**src/rtl/wb_pkg.sv**
```systemverilog
// Shared types and helpers for the memory-access / write-back stage.
package wb_pkg;

    typedef enum logic [1:0] {
        BYTE  = 2'd0,
        HALF  = 2'd1,
        WORD  = 2'd2,
        DWORD = 2'd3
    } mem_size_e;

    typedef enum logic [1:0] {
        IDLE = 2'd0,
        REQ  = 2'd1,
        WAIT = 2'd2,
        WB   = 2'd3
    } state_e;

    function automatic int unsigned size_bytes(input mem_size_e size);
        case (size)
            BYTE:    return 1;
            HALF:    return 2;
            WORD:    return 4;
            default: return 8;
        endcase
    endfunction

    // A doubleword access on a 32-bit machine has no legal alignment at all.
    function automatic logic is_misaligned(input logic [2:0] off, input mem_size_e size,
                                           input int unsigned xlen);
        case (size)
            BYTE:    return 1'b0;
            HALF:    return off[0];
            WORD:    return |off[1:0];
            default: return (xlen < 64) || (|off);
        endcase
    endfunction

endpackage

```
**src/rtl/load_align.sv**
```systemverilog
// Byte-lane steering: extracts and extends load data, and positions store data/byte enables.
module load_align
    import wb_pkg::*;
#(
    parameter int XLEN = 32
) (
    input  logic [$clog2(XLEN/8)-1:0] addr_lo_i,
    input  mem_size_e                 size_i,
    input  logic                      sext_i,
    input  logic [XLEN-1:0]           rdata_i,
    input  logic [XLEN-1:0]           st_data_i,
    output logic [XLEN-1:0]           ld_data_o,
    output logic [XLEN-1:0]           st_wdata_o,
    output logic [XLEN/8-1:0]         st_be_o
);

    localparam int unsigned BYTES = XLEN / 8;

    int unsigned       nbytes;
    logic [XLEN-1:0]   mask;
    logic [XLEN-1:0]   lane;
    logic [BYTES-1:0]  be_mask;
    logic              negative;

    always_comb begin
        nbytes = size_bytes(size_i);
        if (nbytes > BYTES) nbytes = BYTES;
        mask     = (nbytes == BYTES) ? '1 : ((XLEN'(1) << (8 * nbytes)) - XLEN'(1));
        be_mask  = (nbytes == BYTES) ? '1 : ((BYTES'(1) << nbytes) - BYTES'(1));
        lane     = rdata_i >> {addr_lo_i, 3'b000};
        // Top bit of the access width is the one bit set in mask but not in mask>>1.
        negative = |(lane & (mask ^ (mask >> 1)));
        ld_data_o  = (lane & mask) | ((sext_i && negative) ? ~mask : '0);
        st_wdata_o = (st_data_i & mask) << {addr_lo_i, 3'b000};
        st_be_o    = be_mask << addr_lo_i;
    end

endmodule

```
**src/rtl/mem_wb_stage.sv**
```systemverilog
// Memory-access and write-back stage: one instruction in flight, load/store over req/gnt/rvalid.
module mem_wb_stage
    import wb_pkg::*;
#(
    parameter int XLEN   = 32,
    parameter int REG_AW = 5
) (
    input  logic              clk,
    input  logic              rst_n,
    input  logic              in_valid,
    output logic              in_ready,
    input  logic [REG_AW-1:0] in_rd,
    input  logic              in_rd_we,
    input  logic [XLEN-1:0]   in_alu_res,
    input  logic              in_jmp,
    input  logic [XLEN-1:0]   in_jmp_pc,
    input  logic              in_mem_rd,
    input  logic              in_mem_wr,
    input  logic [1:0]        in_mem_size,
    input  logic              in_mem_sext,
    input  logic [XLEN-1:0]   in_st_data,
    output logic              mem_req,
    output logic              mem_we,
    output logic [XLEN-1:0]   mem_addr,
    output logic [XLEN-1:0]   mem_wdata,
    output logic [XLEN/8-1:0] mem_be,
    input  logic              mem_gnt,
    input  logic              mem_rvalid,
    input  logic [XLEN-1:0]   mem_rdata,
    output logic              rf_we,
    output logic [REG_AW-1:0] rf_waddr,
    output logic [XLEN-1:0]   rf_wdata,
    output logic              pc_we,
    output logic [XLEN-1:0]   pc_next,
    output logic              misalign
);

    localparam int OFFW = $clog2(XLEN / 8);

    state_e            state_q, state_d;
    logic [REG_AW-1:0] rd_q;
    logic              rd_we_q, jmp_q, mem_rd_q, mem_wr_q, sext_q;
    logic [XLEN-1:0]   alu_q, jmp_pc_q, st_data_q;
    mem_size_e         size_q;

    logic              rf_we_q, rf_we_d, pc_we_q, pc_we_d, misalign_q, misalign_d;
    logic [REG_AW-1:0] rf_waddr_q, rf_waddr_d;
    logic [XLEN-1:0]   rf_wdata_q, rf_wdata_d, pc_next_q, pc_next_d;

    logic              accept, mem_op, misal_in, load_done, store_done;
    logic [XLEN-1:0]   ld_data, st_wdata;
    logic [XLEN/8-1:0] st_be;

    assign accept     = in_valid && (state_q == IDLE);
    assign mem_op     = in_mem_rd || in_mem_wr;
    assign misal_in   = mem_op && is_misaligned(in_alu_res[2:0], mem_size_e'(in_mem_size), XLEN);
    assign store_done = (state_q == REQ) && mem_gnt && mem_wr_q;
    assign load_done  = ((state_q == REQ) && mem_gnt && mem_rd_q && mem_rvalid)
                     || ((state_q == WAIT) && mem_rvalid);

    load_align #(.XLEN(XLEN)) u_align (
        .addr_lo_i  (alu_q[OFFW-1:0]),
        .size_i     (size_q),
        .sext_i     (sext_q),
        .rdata_i    (mem_rdata),
        .st_data_i  (st_data_q),
        .ld_data_o  (ld_data),
        .st_wdata_o (st_wdata),
        .st_be_o    (st_be)
    );

    always_comb begin
        // NOTE: every variable gets a default before the case so no path infers a latch.
        state_d    = state_q;
        rf_we_d    = 1'b0;
        pc_we_d    = 1'b0;
        misalign_d = 1'b0;
        rf_waddr_d = rf_waddr_q;
        rf_wdata_d = rf_wdata_q;
        pc_next_d  = pc_next_q;

        case (state_q)
            IDLE: begin
                if (in_valid) begin
                    if (mem_op && !misal_in) begin
                        state_d = REQ;
                    end else begin
                        state_d    = WB;
                        rf_we_d    = in_rd_we && (in_rd != '0) && !misal_in;
                        rf_waddr_d = in_rd;
                        rf_wdata_d = in_alu_res;
                        pc_we_d    = in_jmp;
                        pc_next_d  = in_jmp_pc;
                        misalign_d = misal_in;
                    end
                end
            end
            REQ:     if (mem_gnt && mem_rd_q && !mem_rvalid) state_d = WAIT;
            WB:      state_d = IDLE;
            default: ;
        endcase

        if (store_done || load_done) begin
            state_d    = WB;
            rf_we_d    = load_done && rd_we_q && (rd_q != '0);
            rf_waddr_d = rd_q;
            rf_wdata_d = load_done ? ld_data : rf_wdata_q;
            pc_we_d    = jmp_q;
            pc_next_d  = jmp_pc_q;
        end
    end

    // NOTE: sequential state is updated with non-blocking assignments only.
    always_ff @(posedge clk or negedge rst_n) begin
        if (!rst_n) begin
            state_q    <= IDLE;
            rd_q       <= '0;
            rd_we_q    <= 1'b0;
            alu_q      <= '0;
            jmp_q      <= 1'b0;
            jmp_pc_q   <= '0;
            mem_rd_q   <= 1'b0;
            mem_wr_q   <= 1'b0;
            size_q     <= BYTE;
            sext_q     <= 1'b0;
            st_data_q  <= '0;
            rf_we_q    <= 1'b0;
            rf_waddr_q <= '0;
            rf_wdata_q <= '0;
            pc_we_q    <= 1'b0;
            pc_next_q  <= '0;
            misalign_q <= 1'b0;
        end else begin
            state_q    <= state_d;
            rf_we_q    <= rf_we_d;
            rf_waddr_q <= rf_waddr_d;
            rf_wdata_q <= rf_wdata_d;
            pc_we_q    <= pc_we_d;
            pc_next_q  <= pc_next_d;
            misalign_q <= misalign_d;
            if (accept) begin
                rd_q      <= in_rd;
                rd_we_q   <= in_rd_we;
                alu_q     <= in_alu_res;
                jmp_q     <= in_jmp;
                jmp_pc_q  <= in_jmp_pc;
                mem_rd_q  <= in_mem_rd;
                mem_wr_q  <= in_mem_wr;
                size_q    <= mem_size_e'(in_mem_size);
                sext_q    <= in_mem_sext;
                st_data_q <= in_st_data;
            end
        end
    end

    assign in_ready  = (state_q == IDLE);
    assign mem_req   = (state_q == REQ);
    assign mem_we    = mem_req && mem_wr_q;
    assign mem_addr  = {alu_q[XLEN-1:OFFW], {OFFW{1'b0}}};
    assign mem_wdata = mem_we ? st_wdata : '0;
    assign mem_be    = mem_req ? st_be : '0;
    assign rf_we     = rf_we_q;
    assign rf_waddr  = rf_waddr_q;
    assign rf_wdata  = rf_wdata_q;
    assign pc_we     = pc_we_q;
    assign pc_next   = pc_next_q;
    assign misalign  = misalign_q;

endmodule

```
**config.mk**
```make
export PLATFORM = sky130hd
export DESIGN_NAME = mem_wb_stage
export DESIGN_NICKNAME = d
export VERILOG_FILES = /design/src/rtl/wb_pkg.sv /design/src/rtl/load_align.sv /design/src/rtl/mem_wb_stage.sv
export SDC_FILE = /design/constraint.sdc
export NUM_CORES = 1
export LEC_CHECK = 0
export BUFFER_PORTS_ARGS = -buffer_cell sky130_fd_sc_hd__buf_2
export CORE_MARGIN = 2
export CORE_UTILIZATION = 45
export DETAILED_ROUTE_END_ITERATION = 10
export PLACE_DENSITY = 0.76
export SYNTH_ARGS = -nofsm -noshare
export SYNTH_HDL_FRONTEND = slang
export SYNTH_HIERARCHICAL = 1
export SYNTH_SLANG_ARGS = --single-unit
export TNS_END_PERCENT = 10
```
**constraint.sdc**
```tcl
create_clock -name clk -period 2.9 [get_ports clk]
set_input_delay 0.29 -clock clk [delete_from_list [all_inputs] [get_ports clk]]
set_output_delay 0.29 -clock clk [all_outputs]
set_load 0.05 [all_outputs]
```
==> impl_results.html <==
<table>
<tr><th>Metric</th><th>Value</th></tr>
<tr><th colspan="2">Run status</th></tr>
<tr><td>Status</td><td>finished, final reports clean</td></tr>
<tr><th colspan="2">Yosys</th></tr>
<tr><td>Yosys cell types</td><td>49</td></tr>
<tr><td>Netlist area before placement</td><td>9311 um2</td></tr>
<tr><td>Flip-flop and latch count after synthesis</td><td>182</td></tr>
<tr><td>Syn. warnings</td><td>6</td></tr>
<tr><td>Post-synthesis sequential area ratio</td><td>0.4891</td></tr>
<tr><td>Number of synthesized flops with an enable pin</td><td>0</td></tr>
<tr><td>Dominant synthesized flop cell</td><td>dfrtp_1</td></tr>
<tr><td>Post-synthesis async set-or-reset flop share</td><td>1.000</td></tr>
<tr><td>Mean instance size in the synthesized netlist</td><td>8.928 um2</td></tr>
<tr><td>Mapped Cells</td><td>1043</td></tr>
<tr><th colspan="2">Timing</th></tr>
<tr><td>Unrepaired setup endpoints after global routing</td><td>no</td></tr>
<tr><td>Slew margin rel.</td><td>0.4689</td></tr>
<tr><td>Ratio of final minimum period to clock period</td><td>0.9020</td></tr>
<tr><td>Total count of hold-check failures in the final report</td><td>0</td></tr>
<tr><td>Post-Route Setup TNS</td><td>0 ps</td></tr>
<tr><td>Transition time of the tightest slew-check pin</td><td>796.7 ps</td></tr>
<tr><td>Setup-failing EPs final</td><td>0</td></tr>
<tr><td>Setup clock skew after layout</td><td>11.64 ps</td></tr>
<tr><td>Smallest setup slack after layout</td><td>284.1 ps</td></tr>
<tr><td>Max-slew violation total from the final report</td><td>0</td></tr>
<tr><td>Period minus WS final</td><td>2616 ps</td></tr>
<tr><td>Fmax achieved</td><td>0.3823 GHz</td></tr>
<tr><th colspan="2">Placed design</th></tr>
<tr><td>Post-Place Cells</td><td>1506</td></tr>
<tr><td>Number of port buffers</td><td>285</td></tr>
<tr><td>Weighted congestion at the end of routability-driven global placement</td><td>0.8924</td></tr>
<tr><td>Pre-CTS WS</td><td>687.2 ps</td></tr>
<tr><td>Detailed Place HPWL</td><td>19050 um</td></tr>
<tr><th colspan="2">Floorplanning</th></tr>
<tr><td>Area enclosed by the die boundary</td><td>21860 um2</td></tr>
<tr><td>Area inside the core boundary</td><td>20300 um2</td></tr>
<tr><td>Initial cell density of the core</td><td>0.4587</td></tr>
<tr><td>Die height</td><td>147.8 um</td></tr>
<tr><td>Num ports</td><td>288</td></tr>
<tr><td>Std cell rows</td><td>52</td></tr>
<tr><td>Width of the chip</td><td>147.8 um</td></tr>
<tr><th colspan="2">Final layout</th></tr>
<tr><td>Number of standard cells in the layout, taps in and fillers out</td><td>1542</td></tr>
<tr><td>Number of nets in the finished design</td><td>1401</td></tr>
<tr><td>Area of combinational cells with multiple inputs</td><td>4126 um2</td></tr>
<tr><td>Fraction of layout instances using a drive strength above 1</td><td>0.2931</td></tr>
<tr><td>Sequential cell area in the final layout</td><td>4556 um2</td></tr>
<tr><td>Synth-to-Final Area Change</td><td>21.02%</td></tr>
<tr><td>Filler cells</td><td>1936</td></tr>
<tr><th colspan="2">Power</th></tr>
<tr><td>Maximum ir drop on the vdd rail</td><td>742.9 uV</td></tr>
<tr><td>Power, Total</td><td>14830 uW</td></tr>
<tr><td>Leakage power summed over all cells</td><td>0.005798 uW</td></tr>
<tr><td>Cell Pwr Density</td><td>1316 nW/um2</td></tr>
<tr><th colspan="2">Drt</th></tr>
<tr><td>DRC violations left</td><td>0</td></tr>
<tr><td>Detailed Routing Iterations Pass 1</td><td>5</td></tr>
<tr><td>Number of DRC markers in iteration 0</td><td>660</td></tr>
<tr><td>Total via count after detailed routing</td><td>8425</td></tr>
<tr><td>Routed wire length per instance</td><td>17.81 um</td></tr>
<tr><td>Post-detailed-route via-to-cell ratio</td><td>5.464</td></tr>
<tr><td>Residual antenna-violating net count after detailed routing</td><td>0</td></tr>
<tr><td>Total routed wirelength</td><td>27460 um</td></tr>
<tr><th colspan="2">GRT</th></tr>
<tr><td>Pin count of the biggest net entering global routing</td><td>78</td></tr>
<tr><td>Overall fraction of global-route tracks in use</td><td>0.2514</td></tr>
<tr><td>Wire length of the first global-routing pass</td><td>43980 um</td></tr>
<tr><td>Overflow left after global routing</td><td>0</td></tr>
<tr><td>Vias in the first global route</td><td>8172</td></tr>
<tr><td>Antenna violations before repair</td><td>4</td></tr>
<tr><th colspan="2">Clocking</th></tr>
<tr><td>CTS sink cnt</td><td>182</td></tr>
<tr><td>Clock-pin slew on the worst setup and hold paths</td><td>70 ps</td></tr>
<tr><td>Skew-Pair Late Insertion Delay</td><td>430 ps</td></tr>
<tr><td>Number of resized instances in the post-cts repair step</td><td>0</td></tr>
<tr><td>Hold buffer count at CTS</td><td>1</td></tr>
<tr><td>CTS root buffer</td><td>clkbuf_16</td></tr>
<tr><td>Number of buffers added by the clock tree synthesis step</td><td>17</td></tr>
<tr><td>Post-CTS setup buffers</td><td>0</td></tr>
<tr><td>Maximum count of clock buffers along a single path</td><td>2</td></tr>
<tr><td>Clock tree from TritonCTS</td><td>yes</td></tr>
<tr><td>CTS HTree Levels</td><td>4</td></tr>
<tr><th colspan="2">Worst hold path</th></tr>
<tr><td>Kind of path behind the tightest hold check</td><td>primary input to flip-flop</td></tr>
<tr><td>Beginning of the worst hold path</td><td>in_st_data[4]</td></tr>
<tr><th colspan="2">Critical path</th></tr>
<tr><td>Worst Path Buf+Inv</td><td>2</td></tr>
<tr><td>Cell family contributing the most delay on the critical path</td><td>buffers and inverters</td></tr>
<tr><td>Required arrival time at the worst endpoint</td><td>2610 ps</td></tr>
<tr><td>Reg-to-reg startpoint</td><td>alu_q[0]</td></tr>
<tr><td>Worst Setup Path Type</td><td>flip-flop to primary output</td></tr>
<tr><td>Startpoint Class</td><td>flip-flop</td></tr>
<tr><td>Data arrival at the endpoint of the critical path</td><td>2330 ps</td></tr>
<tr><td>Maximum fanout along the worst path</td><td>11</td></tr>
<tr><td>Critical-path cell with the highest stage delay</td><td>dfrtp_1</td></tr>
<tr><td>Cell Chain, Critical Path</td><td>inv_1 &gt; nand2_1 &gt; o22ai_1 &gt; and3_1 &gt; buf_2</td></tr>
<tr><td>Endpoint class of the critical path</td><td>primary output</td></tr>
<tr><td>First element of the critical path</td><td>alu_q[1]</td></tr>
<tr><td>Stage delay of the slowest cell on the critical path</td><td>540 ps</td></tr>
<tr><th colspan="2">Run</th></tr>
<tr><td>MaxCap Viol Count</td><td>0</td></tr>
</table>
==> layer usage <==
metal	global-route usage	wire length [um]	vias to the layer above
met5	0	30	-
met4	0.09143	896	4
met3	0.06667	2553	61
met2	0.3777	12250	400
met1	0.3526	11730	3987
li1	-	-	3973
==> worst register-to-register path: cells and delay by family, from the launching register on <==
family | cells | cell delay (ps)
flops | 1 | 520
compound gates | 2 | 340
simple gates | 3 | 1060
buf+inv | 1 | 240
==> flip-flops by register name, indices dropped and copies added, names as in the netlist <==
name and cells:
alu_q 32, jmp_pc_q 32, pc_next 32, rf_wdata 32, st_data_q 32, rd_q 5, rf_waddr 5, size_q 2
state_q 2, jmp_q 1, mem_rd_q 1, mem_wr_q 1, misalign 1, pc_we 1, rd_we_q 1, rf_we 1
sext_q 1
==> per-stage QoR <==
stage	instance area, um2	util	hold slack (ps)
2_1_floorplan	9315	-	-5.591
3_3_place_gp	10660	0.5253	360.4
3_5_place_dp	10660	0.5253	366.8
4_1_cts	11260	0.5547	31.37
5_1_grt	11270	0.5550	45.34
6_report	11270	0.5551	52.81
==> cells in the mapped netlist, drive strengths merged, types with 2 or more instances <==
master  instances  area (um2)
nand2         362        1359
dfrtp         182        4554
buf            81       536.8
o22ai          50       312.8
nor2           48       185.2
a22oi          42       315.3
nand2b         38       237.7
o221a          37       416.7
and3           32       200.2
clkbuf         32       121.4
mux2           17       195.2
nand4          17       112.6
o21ai          16       80.08
mux2i          15       150.1
and2           14       87.58
a21oi          11       55.05
o21a            9       67.56
a221oi          7       61.31
nand3           5       25.02
nor2b           3       18.77
a21boi          2       18.77
a21o            2       15.01
inv             2       7.510
nand3b          2       15.01
or4             2       15.01
==> area by class of cell <==
class / instances / area share
tap: 270 / 0.02998
inverter: 2 / 0.0006662
clock inverter: 13 / 0.01288
multi-input combinational: 747 / 0.3662
antenna: 3 / 0.0006662
sequential: 182 / 0.4043
clock buffer: 19 / 0.03931
timing repair buffer: 306 / 0.1460
==> report_power, final <==
part | switching [uW] | internal, uW | total (uW) | leakage, uW
clock network | 1040 | 1300 | 2340 | 0.000281
logic | 5530 | 2390 | 7920 | 0.00333
registers | 818 | 3750 | 4570 | 0.00219
total | 7390 | 7440 | 14800 | 0.00580
==> final timing paths <==
| path | to | slack (ps) | depth (start not counted) |
|---|---|---|---|
| max reg2reg | rf_wdata[30] | 640 | 6 |
| max | mem_wdata[16] | 280 | 5 |
| max in group asynchronous | alu_q[0] | 1680 | 3 |
| min in group asynchronous | st_data_q[5] | 440 | 2 |
| min reg2reg | jmp_pc_q[9] | 470 | 2 |
| min | st_data_q[4] | 50 | 3 |
==> cell families after synthesis <==
family	synth area share
buf+inv	0.07149
simple gates	0.2472
compound gates	0.1537
xor+xnor	0.0009408
flops	0.4891
mux	0.03709
other cells	0.0004027
==> cells in the final DEF, fill, tap and decap left out, drive strengths merged, types with 2 or more instances in the layout <==
cell type  netlist  layout
nor2b            3       3
inv              2       6
nand2b          38      38
clkinvlp         0       3
o22ai           50      50
or4              2       2
mux2i           15      15
nand4           17      17
a221oi           7       7
nand2          362     362
buf             81     304
o21a             9       9
a21oi           11      11
nand3b           2       2
and3            32      32
o221a           37      37
nand3            5       5
a21o             2       2
nor2            48      48
a21boi           2       2
clkbuf          32      20
conb             1       2
and2            14      14
dfrtp          182     182
a22oi           42      42
clkinv           0       4
mux2            17      17
o21ai           16      16
bufinv           0       2
diode            0       3
Power figures use the tool's default switching activity.
